## src/rtl/gpio_pkg.sv

```systemverilog
// Shared defaults for the GPIO input controller.
package gpio_pkg;
  localparam int GPIO_WIDTH       = 32;
  localparam int GPIO_SYNC_STAGES = 2;
  localparam int GPIO_DEB_CYCLES  = 4;
endpackage

```

## src/rtl/gpio_in_bit.sv

```systemverilog
// One pin: synchroniser chain, debounce counter and debounced level flop.
module gpio_in_bit
  import gpio_pkg::*;
#(
  parameter int SYNC_STAGES = GPIO_SYNC_STAGES,
  parameter int DEB_CYCLES  = GPIO_DEB_CYCLES
) (
  input  logic clk,
  input  logic reset,
  input  logic pin,
  output logic deb,
  output logic rise_pulse,
  output logic fall_pulse
);
  localparam int CW = $clog2(DEB_CYCLES + 1);

  logic [SYNC_STAGES-1:0] sync_q, sync_d;
  logic                   deb_q, deb_d;
  logic [CW-1:0]          cnt_q, cnt_d;

  // The counter tracks how many consecutive synchronised samples disagree with
  // the accepted level; the pulses fire on the edge the level is accepted.
  always_comb begin
    sync_d     = {sync_q[SYNC_STAGES-2:0], pin};
    deb_d      = deb_q;
    cnt_d      = '0;
    rise_pulse = 1'b0;
    fall_pulse = 1'b0;
    if (sync_q[SYNC_STAGES-1] != deb_q) begin
      if (cnt_q == CW'(DEB_CYCLES - 1)) begin
        deb_d      = ~deb_q;
        rise_pulse = ~deb_q;
        fall_pulse = deb_q;
      end else begin
        cnt_d = cnt_q + 1'b1;
      end
    end
  end

  always_ff @(posedge clk) begin
    if (reset) begin
      sync_q <= '0;
      deb_q  <= 1'b0;
      cnt_q  <= '0;
    end else begin
      sync_q <= sync_d;
      deb_q  <= deb_d;
      cnt_q  <= cnt_d;
    end
  end

  assign deb = deb_q;
endmodule

```

## src/rtl/gpio_in_ctrl.sv

```systemverilog
// GPIO input block: per-pin debounce, optionally byte-swapped capture register
// and sticky edge-interrupt flags.
module gpio_in_ctrl
  import gpio_pkg::*;
#(
  parameter int WIDTH       = GPIO_WIDTH,
  parameter int SYNC_STAGES = GPIO_SYNC_STAGES,
  parameter int DEB_CYCLES  = GPIO_DEB_CYCLES
) (
  input  logic             clk,
  input  logic             reset,
  input  logic [WIDTH-1:0] pins_in,
  input  logic             en,
  input  logic             swap_en,
  input  logic [WIDTH-1:0] rise_en,
  input  logic [WIDTH-1:0] fall_en,
  input  logic [WIDTH-1:0] irq_clear,
  output logic [WIDTH-1:0] din,
  output logic [WIDTH-1:0] pending,
  output logic             irq
);
  localparam int NB = WIDTH / 8;

  logic [WIDTH-1:0] deb, rise, fall, deb_swapped;
  logic [WIDTH-1:0] din_q, din_d;
  logic [WIDTH-1:0] pending_q, pending_d;

  for (genvar i = 0; i < WIDTH; i++) begin : g_bit
    gpio_in_bit #(
      .SYNC_STAGES(SYNC_STAGES),
      .DEB_CYCLES (DEB_CYCLES)
    ) u_bit (
      .clk       (clk),
      .reset     (reset),
      .pin       (pins_in[i]),
      .deb       (deb[i]),
      .rise_pulse(rise[i]),
      .fall_pulse(fall[i])
    );
  end

  for (genvar k = 0; k < NB; k++) begin : g_swap
    assign deb_swapped[8*k +: 8] = deb[8*(NB-1-k) +: 8];
  end

  // A set on the same edge as a clear wins, so no edge is ever lost.
  always_comb begin
    din_d     = din_q;
    pending_d = (pending_q & ~irq_clear) | (rise & rise_en) | (fall & fall_en);
    if (en) begin
      din_d = swap_en ? deb_swapped : deb;
    end
  end

  always_ff @(posedge clk) begin
    if (reset) begin
      din_q     <= '0;
      pending_q <= '0;
    end else begin
      din_q     <= din_d;
      pending_q <= pending_d;
    end
  end

  assign din     = din_q;
  assign pending = pending_q;
  assign irq     = |pending_q;
endmodule

```

## config.mk

```make
export PLATFORM = sky130hd
export DESIGN_NAME = gpio_in_ctrl
export DESIGN_NICKNAME = d
export VERILOG_FILES = /design/src/rtl/gpio_pkg.sv /design/src/rtl/gpio_in_bit.sv /design/src/rtl/gpio_in_ctrl.sv
export SDC_FILE = /design/constraint.sdc
export NUM_CORES = 1
export LEC_CHECK = 0
export BUFFER_PORTS_ARGS = -buffer_cell sky130_fd_sc_hd__buf_4
export CORE_MARGIN = 2
export CORE_UTILIZATION = 50
export DETAILED_ROUTE_END_ITERATION = 12
export GPL_ROUTABILITY_DRIVEN = 1
export GPL_TIMING_DRIVEN = 0
export PLACE_DENSITY = 0.79
export SYNTH_ARGS = -nofsm -noshare
export SYNTH_HDL_FRONTEND = slang
export SYNTH_HIERARCHICAL = 1
export SYNTH_SLANG_ARGS = --single-unit
```

## constraint.sdc

```tcl
create_clock -name clk -period 1.26 [get_ports clk]
set_input_delay 0 -clock clk [delete_from_list [all_inputs] [get_ports clk]]
set_output_delay 0 -clock clk [all_outputs]
set_load 0.02 [all_outputs]
```

==> impl_metrics.py, run 1 <==
metrics = {
    "finish": {
        "antenna_cells": 0,
        "utilization_pct": 79.4,
        "nFillCells": 1134,
        "fin_nets": 1596,
        "layout-drive-gt1-share_pct": 36.4,
        "syn2layout_area_growth_pct": 54.7,
    },
    "setup_path": {
        "crit_chain": "nor4_4 -> nand4_1 -> or2_4 -> buf_6",
        "path_buf_inv": 1,
        "worstSetupPathType": "flop to primary output",
        "worst-path-max-fanout": 3,
        "cp_data_arrival_time_ns": 1.83,
        "crit_path_start_kind": "flop",
        "cpLargestDelayFamily": "simple AND/OR/NAND/NOR gates",
        "max_stage_delay_ns": 0.43,
        "reg2reg_setup_slack_ns": -0.18,
        "slowest_stage": "nor4_4",
        "cp-end-kind": "primary output",
        "critical_path_required_ns": 1.26,
    },
    "min_path": {
        "hold_path.class": "input port to flop",
    },
    "power_and_ir_drop": {
        "p_leak_nw": 6.44,
        "peakVddDrop_uv": 1110,
        "p_per_area_nw_per_um2": 1080,
    },
    "placement": {
        "gp_congestion": 0.747,
        "dpl.hpwl_um": 16600,
        "pre_cts_ws_ns": -1.00,
        "port_buffers": 194,
    },
    "floorplanning": {
        "initial_core_util_pct": 51.3,
        "dieWidth_um": 149,
        "dieArea_um2": 22100,
        "coreArea_um2": 20400,
        "fp-row-count": 52,
        "io_pins": 197,
        "die_h_um": 149,
    },
    "routing": {
        "via_per_inst": 5.40,
        "firstDrtPassIters": 5,
        "drtIter0Drc": 499,
        "maxUsedRoutingLayer": "met4",
        "wl_met1_um": 12600,
        "ant_nets": 0,
        "route.met3.wl_um": 1920,
        "vias": 8934,
        "routedWlPerCell_um": 19.4,
        "routed_wl_um": 32100,
        "remaining_drc_errors": 0,
        "wl_met2_um": 16400,
    },
    "logic_synthesis": {
        "synth.top_cells.by_area": "dfxtp_1 49%, ha_1 11%, mux2i_1 6.1%",
        "ys_seq_area_share_pct": 49.0,
        "yosys.area.top_type": "dfxtp_1",
        "synth_ff_type": "dfxtp_1",
        "syn_nets": 1185,
        "synthTopCellsByCount": "256 x dfxtp_1, 128 x nor2_1, 96 x ha_1",
        "yosys.cell_types.count": 20,
        "yosysMostFrequentCell": "dfxtp_1",
        "ys_seq_elements": 256,
        "async_reset_ff_share_pct": 0,
        "synth_top_area_share_pct": 49.0,
        "syn_area_um2": 10400,
        "syn_inst": 957,
        "postSynthAreaPerCell_um2": 10.9,
        "synth-edff-count": 0,
        "ys_warn_count": 6,
    },
    "global_routing": {
        "antenna_found_initial": 0,
        "grt_use_total_pct": 27.8,
        "grt_overflow": 0,
        "grt_first_pass_wirelength_um": 48500,
        "grt_pass1_vias": 9446,
        "grt_max_degree": 92,
    },
    "sta": {
        "hold_violations": 0,
        "max_freq_mhz": 546,
        "fin_crit_ns": 1.83,
        "setup_viol": 46,
        "slew_violations": 0,
        "hold_slack_ns": 0.0521,
        "fin_crit_sh_pct": 145,
        "tns_ns": -2.63,
        "finClkSkew_ns": 0.00726,
        "rsz0062_at_grt": "true",
        "setup_ws_ns": -0.572,
        "worstMarginPinSlew_ns": 1.13,
        "maxSlewHeadroom_pct": 24.5,
    },
    "clock_network": {
        "cts_buffers": 27,
        "htree_num_levels": 1,
        "cts_sinks": 256,
        "cts-root-buf": "clkbuf_16",
        "clk_pin_slew_worst_paths_ns": 0.06,
        "cts_tree": "done",
        "clk_latency_ns": 0.53,
        "clock_path_buffers": 3,
    },
    "run_status": {
        "status": "complete, but fails checks",
        "violations": "negative setup slack",
    },
    "run": {
        "maxCapViolCount": 0,
    },
}
[worst reg2reg max path, stage by stage (launching register included)]
cell,delay [ns]
dfxtp_1,0.33
ha_4,0.18
ha_4,0.15
and3b_2,0.20
a222oi_1,0.36
nor2_1,0.09
[power breakdown]
group	internal (W)	switching (W)	leakage, nW
Combinational	0.000892	0.000664	3.93
Clock	0.00434	0.00312	0.401
Sequential	0.00828	0.000129	2.11
Total	0.0135	0.00391	6.44
[through the flow]
step | instance area [um2] | std cells | power (W)
after global routing | 16200 | 1653 | 0.0179
after floorplan | 10400 | 957 | 0.00895
final | 16200 | 1653 | 0.0174
after CTS | 15800 | 1646 | 0.0174
after global placement | 12200 | 1421 | 0.00955
after detailed placement | 12300 | 1422 | 0.00958
[flip-flops by register name, summed over array words and instances, names as in the netlist]
register            count
g_bit.u_bit/cnt_q      96
g_bit.u_bit/sync_q     64
din                    32
g_bit.u_bit/deb        32
pending                32
[what timing repair did]
action                     in CTS  in global routing
setup endpoints to repair      62                 89
hold buffers                  165                  3
hold endpoints to repair      130                 16
resized for setup             185                 79
gates cloned                    1                  0
pin swaps                      75                 46
buffers inserted               14                  4
[cell usage in the layout, fill, tap and decap left out, types with 4 or more instances in the layout]
cell and count:
a211oi_1 32, a222oi_1 32, and3b_2 32, buf_12 4, buf_2 6, buf_4 210
clkbuf_1 11, clkbuf_16 27, clkbuf_8 4, clkinv_2 4, dfxtp_1 199, dfxtp_2 55
dlygate4sd3_1 168, ha_1 16, ha_2 13, ha_4 67, inv_1 64, mux2i_1 64
nand2_1 20, nand2_2 12, nor2_1 121, nor2_2 7, nor2b_1 64, nor4_1 54
nor4_2 10, nor4_4 8, nor4b_2 31, xnor2_1 32
[routing by layer]
metal,vias up,track usage (%)
met5,-,0
met4,0,10.8
met3,79,5.67
met2,318,51.1
met1,4303,31.6
li1,4234,-
[cells by family (layout without fill, tap and decap cells)]
| family | count (synthesis) | after routing | share of synthesized area, % |
|---|---|---|---|
| simple gates | 363 | 363 | 21.7 |
| flops | 256 | 256 | 49.0 |
| fa+ha+maj | 96 | 96 | 11.5 |
| buf+inv | 82 | 508 | 3.54 |
| compound gates | 64 | 64 | 5.36 |
| mux | 64 | 64 | 6.13 |
| xor+xnor | 32 | 32 | 2.68 |
[worst paths after layout]
path,start,end,depth (start not counted)
worst min register to register,g_bit[19].u_bit/cnt_q[0],g_bit[19].u_bit/cnt_q[0],1
worst min-delay path,reset,g_bit[4].u_bit/sync_q[0],3
worst max register to register,g_bit[29].u_bit/cnt_q[1],pending[29],5
worst max-delay path,pending[24],irq,4
[final cells by class]
type	count	area, um2	area share, %
plain buffers	18	155	0.960
clock buffers	39	761	4.71
clock inverters	5	50.0	0.310
inverters	64	240	1.49
multi-input cells	619	6070	37.5
flip-flops and latches	256	5200	32.2
well taps	270	338	2.09
repair buffers	382	3350	20.7
Power figures use the tool's default switching activity.
==> run 2: changes to the inputs <==
- CORE_UTILIZATION: 50 -> 49
- PLACE_DENSITY: 0.79 -> 0.78
- SYNTH_HIERARCHICAL: 1 -> not set
==> run 2 against run 1 <==
The run still ends with negative setup slack left. Via count is 7.6% lower. Clock skew is 0.0029 ns lower. Non-clock buffer count shrank 40. Synthesized cell count increased by 5.2%. Design area decreased by 13%. Final cell count shrank 0.30%.
==> impl_metrics.py, run 2 <==
metrics = {
    "run_status": {
        "status": "complete, but fails checks",
        "violations": "negative setup slack",
    },
    "finish": {
        "fin_nets": 1556,
        "largestRegisters": "g_bit.u_bit.cnt_q x96, g_bit.u_bit.sync_q x64",
        "top_register": "g_bit.u_bit.cnt_q",
        "final_common_cell": "dfxtp_1",
        "utilization_pct": 70.0,
        "instances_no_fill": 1648,
        "syn2layout_area_growth_pct": 41.1,
        "largest_reg_flops": 96,
        "nFillCells": 1466,
        "mostFrequentLayoutCells": "249 x dfxtp_1, 194 x buf_4, 190 x nor2_1",
        "layout-drive-gt1-share_pct": 21.0,
    },
    "clock_network": {
        "cts_tree": "done",
        "cts_buffers": 27,
        "htree_num_levels": 1,
        "clk_latency_ns": 0.52,
        "clock_path_buffers": 3,
        "clk_pin_slew_worst_paths_ns": 0.06,
        "cts-root-buf": "clkbuf_16",
        "cts_sinks": 256,
    },
    "floorplanning": {
        "die_h_um": 147,
        "initial_core_util_pct": 49.6,
        "coreArea_um2": 20100,
        "fp-row-count": 52,
        "dieArea_um2": 21500,
        "io_pins": 197,
        "dieWidth_um": 147,
    },
    "routing": {
        "firstDrtPassIters": 5,
        "remaining_drc_errors": 0,
        "wl_met1_um": 11400,
        "ant_nets": 0,
        "via_per_inst": 5.01,
        "wl_met2_um": 13400,
        "routed_wl_um": 27000,
        "maxUsedRoutingLayer": "met4",
        "route.met3.wl_um": 1490,
        "routedWlPerCell_um": 16.4,
        "drtIter0Drc": 330,
        "vias": 8254,
    },
    "sta": {
        "setup_viol": 1,
        "hold_slack_ns": 0.100,
        "slew_violations": 0,
        "fin_crit_ns": 1.83,
        "worstMarginPinSlew_ns": 0.703,
        "setup_ws_ns": -0.566,
        "max_freq_mhz": 548,
        "finClkSkew_ns": 0.00438,
        "maxSlewHeadroom_pct": 53.1,
        "rsz0062_at_grt": "true",
        "hold_violations": 0,
        "fin_crit_sh_pct": 145,
    },
    "power_and_ir_drop": {
        "power_w": 0.0177,
        "peakVddDrop_uv": 1140,
        "p_leak_nw": 5.93,
        "p_per_area_nw_per_um2": 1260,
    },
    "min_path": {
        "hold_path.class": "input port to flop",
        "hp-start": "reset",
    },
    "global_routing": {
        "antenna_found_initial": 1,
        "grt_overflow": 0,
        "grt_max_degree": 14,
        "grt_use_total_pct": 24.6,
        "grt_first_pass_wirelength_um": 41900,
        "grt_pass1_vias": 8256,
    },
    "logic_synthesis": {
        "postSynthAreaPerCell_um2": 9.91,
        "ys_warn_count": 0,
        "ys_seq_area_share_pct": 51.4,
        "yosys.area_share.simple_pct": 17.9,
        "synth_top_family_by_area": "simple AND/OR/NAND/NOR gates",
        "yosys.area.top_type": "dfxtp_1",
        "synth-edff-count": 0,
        "async_reset_ff_share_pct": 0,
        "syn_area_um2": 9980,
        "syn_nets": 1203,
        "synth-compound-area-share_pct": 9.30,
        "synthTopCellsByCount": "256 x dfxtp_1, 192 x nor2_1, 128 x nor2b_1",
        "synthMuxAreaShare_pct": 6.42,
        "synth_top_area_share_pct": 51.4,
        "yosys.cell_types.count": 22,
        "synth-xor-area-share_pct": 0,
        "synth_ff_type": "dfxtp_1",
        "syn_inst": 1007,
        "synth_fa_ha_area_share_pct": 8.03,
        "yosysMostFrequentCell": "dfxtp_1",
        "synth.top_cells.by_area": "dfxtp_1 51%, ha_1 8.0%, nor2b_1 8.0%",
        "ys_seq_elements": 256,
    },
    "placement": {
        "dpl.cell_count": 1470,
        "port_buffers": 193,
        "dpl.hpwl_um": 17800,
        "gp_congestion": 0.768,
    },
    "setup_path": {
        "cp_data_arrival_time_ns": 1.83,
        "path_buf_inv": 1,
        "cp-end-kind": "primary output",
        "crit_chain": "nor4_4 -> nand4_1 -> or2_4 -> buf_6",
        "worst-path-max-fanout": 3,
        "worstSetupPathType": "flop to primary output",
        "reg2reg_from": "g_bit[3].u_bit.cnt_q[0]",
        "cpLargestDelayFamily": "simple AND/OR/NAND/NOR gates",
        "crit_path_start_kind": "flop",
        "slowest_stage": "dfxtp_2",
        "crit_start": "pending[29]",
        "critical_path_required_ns": 1.26,
        "max_stage_delay_ns": 0.35,
    },
    "run": {
        "maxCapViolCount": 0,
    },
}
-- run 2: area by class of cell --
| cell class | instances | area (um2) | area share (%) |
|---|---|---|---|
| clock buffers | 37 | 753 | 5.35 |
| inverters | 96 | 360 | 2.56 |
| multi-input cells | 619 | 4280 | 30.4 |
| repair buffers | 324 | 2760 | 19.6 |
| flip-flops and latches | 256 | 5130 | 36.5 |
| clock inverters | 9 | 120 | 0.853 |
| well taps | 270 | 338 | 2.40 |
| diodes | 1 | 2.50 | 0.0178 |
| plain buffers | 36 | 333 | 2.36 |
-- run 2: per-layer routing --
layer / vias to the layer above / track usage, %
met5: - / 0
met4: 0 / 6.60
met3: 55 / 3.23
met2: 238 / 44.3
met1: 3902 / 31.1
li1: 4059 / -
-- run 2: power by group --
part	switching (W)	total [W]	leakage [nW]	internal [W]
clock network	0.00310	0.00786	0.434	0.00476
logic	0.000635	0.00148	3.41	0.000847
registers	0.0000911	0.00837	2.09	0.00827
-- run 2: kinds of logic after synthesis --
| family | Yosys count |
|---|---|
| simple gates | 363 |
| buf+inv | 132 |
| mux | 64 |
| flops | 256 |
| fa+ha+maj | 64 |
| compound gates | 128 |
-- run 2: worst register-to-register path, cell delays in order, from the launching register on --
cell and delay [ns]:
dfxtp_1 0.32, ha_1 0.21, ha_1 0.25, nor2_1 0.19
o21ai_2 0.11, nor2_1 0.11
-- run 2: timing repair --
| action | CTS | global route |
|---|---|---|
| buffers inserted | 1 | 0 |
| pin swaps | 5 | 8 |
| gates resized for setup | 16 | 37 |
| setup endpoints to repair | 4 | 70 |
| hold endpoints to repair | 96 | 0 |
| hold buffers | 130 | 0 |
-- run 2: final timing paths --
path / end / slack, ns / cells after the start
worst min register to register: g_bit[14].u_bit.cnt_q[0] / 0.41 / 1
worst max register to register: g_bit[3].u_bit.cnt_q[2] / 0.02 / 5
worst min-delay path: g_bit[22].u_bit.sync_q[0] / 0.10 / 4
worst max-delay path: irq / -0.57 / 4
-- run 2: stage by stage --
stage / setup TNS [ns] / setup WS (ns) / cell area, um2
2_1_floorplan: 0 / 0.163 / 9980
3_3_place_gp: -0.380 / -0.380 / 11800
3_5_place_dp: -0.374 / -0.374 / 11800
4_1_cts: -0.622 / -0.622 / 14000
5_1_grt: -0.611 / -0.606 / 14100
6_report: -0.566 / -0.566 / 14100
==> run 3: changes to the inputs <==
- SKIP_CTS_REPAIR_TIMING: not set -> 1
==> run 3 against run 2 <==
The run still ends with negative setup slack left. Maximum frequency decreased by 2.6%. Combinational power about the same. Total power is essentially flat. Worst setup slack got worse by 0.049 ns. Design area is 0.21% lower. Routed wire length up 0.67%. First-iteration DRC count rose by 9.7%. Global-route usage shrank 2.5 points. Sequential share of layout area grew 0.060 points. Clock power about the same. Utilization down 0.15 points. Clock skew is 0.0020 ns higher. Critical path type unchanged. Critical endpoint unchanged. Largest cell class unchanged.
==> impl_metrics.py, run 3 (synthesis gave the netlist of run 2 again) <==
metrics = {
    "setup_path": {
        "crit_path_start_kind": "flop",
        "cp-end-kind": "primary output",
        "worst-path-max-fanout": 3,
        "worstSetupPathType": "flop to primary output",
        "cp_data_arrival_time_ns": 1.87,
        "critical_path_required_ns": 1.26,
    },
    "routing": {
        "drtIter0Drc": 362,
        "vias": 8220,
        "firstDrtPassIters": 5,
        "ant_nets": 0,
        "remaining_drc_errors": 0,
        "routed_wl_um": 27200,
        "routedWlPerCell_um": 16.5,
        "via_per_inst": 4.99,
    },
    "power_and_ir_drop": {
        "p_comb_share_pct": 8.4,
        "power_switching_share_pct": 21.7,
        "clkPwrFrac_pct": 44.5,
        "power_switching_w": 0.00385,
        "internal_power_w": 0.0139,
        "p_per_area_nw_per_um2": 1260,
        "p_leak_nw": 5.91,
        "peakVddDrop_uv": 1140,
        "pwr-share-seq_pct": 47.2,
    },
    "finish": {
        "design_area_um2": 14000,
        "top_register": "g_bit.u_bit.cnt_q",
        "final_common_cell": "dfxtp_1",
        "largestRegisters": "g_bit.u_bit.cnt_q x96, g_bit.u_bit.sync_q x64",
        "antenna_cells": 0,
        "layout-drive-gt1-share_pct": 20.6,
        "nFillCells": 1457,
        "syn2layout_area_growth_pct": 40.8,
        "mostFrequentLayoutCells": "253 x dfxtp_1, 193 x buf_4, 190 x nor2_1",
        "fin_nets": 1555,
        "largest_reg_flops": 96,
        "instances_no_fill": 1646,
    },
    "clock_network": {
        "cts-root-buf": "clkbuf_16",
        "htree_num_levels": 1,
        "clk_latency_ns": 0.52,
        "cts_sinks": 256,
        "cts_buffers": 27,
        "clk_pin_slew_worst_paths_ns": 0.06,
        "cts_tree": "done",
        "clock_path_buffers": 3,
    },
    "sta": {
        "hold_violations": 0,
        "maxSlewHeadroom_pct": 57.9,
        "fin_crit_sh_pct": 149,
        "slew_violations": 0,
        "rsz0062_at_grt": "true",
        "setup_ws_ns": -0.615,
        "tns_ns": -0.615,
        "fin_crit_ns": 1.87,
        "worstMarginPinSlew_ns": 0.632,
        "finClkSkew_ns": 0.00634,
        "max_freq_mhz": 533,
        "setup_viol": 1,
    },
    "placement": {
        "post_dp_cell_area_um2": 11800,
        "gp_congestion": 0.768,
        "port_buffers": 193,
        "dpl.hpwl_um": 17800,
        "dpl.cell_count": 1470,
    },
    "run_status": {
        "violations": "negative setup slack",
        "status": "complete, but fails checks",
    },
    "floorplanning": {
        "dieWidth_um": 147,
        "io_pins": 197,
        "fp-row-count": 52,
        "dieArea_um2": 21500,
        "die_h_um": 147,
        "coreArea_um2": 20100,
        "initial_core_util_pct": 49.6,
    },
    "run": {
        "maxCapViolCount": 0,
    },
    "min_path": {
        "hold_path.class": "input port to flop",
    },
    "global_routing": {
        "grt_max_degree": 14,
        "grt_use_total_pct": 22.1,
        "grt_pass1_vias": 7392,
        "antenna_found_initial": 0,
        "grt_first_pass_wirelength_um": 37600,
        "grt_overflow": 0,
    },
}
run 3: metrics by stage:
stage | setup slack [ns] | power (W) | util [%] | hold slack, ns
final | -0.615 | 0.0177 | 69.9 | 0.0965
after global routing | -0.691 | 0.0183 | 69.9 | 0.135
after CTS | -0.929 | 0.0175 | 62.9 | -0.342
after detailed placement | -0.374 | 0.00965 | 58.5 | 0.206
after global placement | -0.380 | 0.00963 | 58.5 | 0.203
after floorplan | 0.163 | 0.00906 | - | 0.102
run 3: critical path: stages, from the launching register on:
cell	delay [ns]
dfxtp_1	0.38
nor4_1	0.32
nand4_1	0.22
or2_4	0.30
buf_6	0.13
run 3: area by class of cell:
class | instances | area, um2 | area share (%)
sequential | 256 | 5130 | 36.5
multi-input combinational | 619 | 4260 | 30.3
timing repair buffer | 323 | 2750 | 19.6
clock buffer | 37 | 753 | 5.36
inverter | 96 | 360 | 2.57
tap | 270 | 338 | 2.40
buffer | 36 | 333 | 2.37
clock inverter | 9 | 120 | 0.855
run 3: path summary, 6_finish.rpt:
check,startpoint,to,slack (ns),depth (start not counted)
max,pending[25],irq,-0.61,4
max reg2reg,g_bit[3].u_bit.cnt_q[0],g_bit[3].u_bit.cnt_q[2],0.03,5
min,reset,g_bit[21].u_bit.sync_q[0],0.1,4
min reg2reg,g_bit[14].u_bit.cnt_q[0],g_bit[14].u_bit.cnt_q[0],0.41,1
run 3: power groups by stage:
| stage | registers, W | logic, W | clock network [W] |
|---|---|---|---|
| finish | 0.00836 | 0.00148 | 0.00788 |
| global route | 0.00837 | 0.00158 | 0.00833 |
| CTS | 0.00836 | 0.00112 | 0.00798 |
| detailed placement | 0.00854 | 0.00112 | 0 |
| global placement | 0.00853 | 0.00110 | 0 |
| floorplan | 0.00858 | 0.000483 | 0 |
run 3: layer usage:
layer,GRT usage [%],part of all wire [%]
met1,29.3,42
met2,38.2,51
met3,3.29,5.8
met4,5.19,1.7
met5,0,0
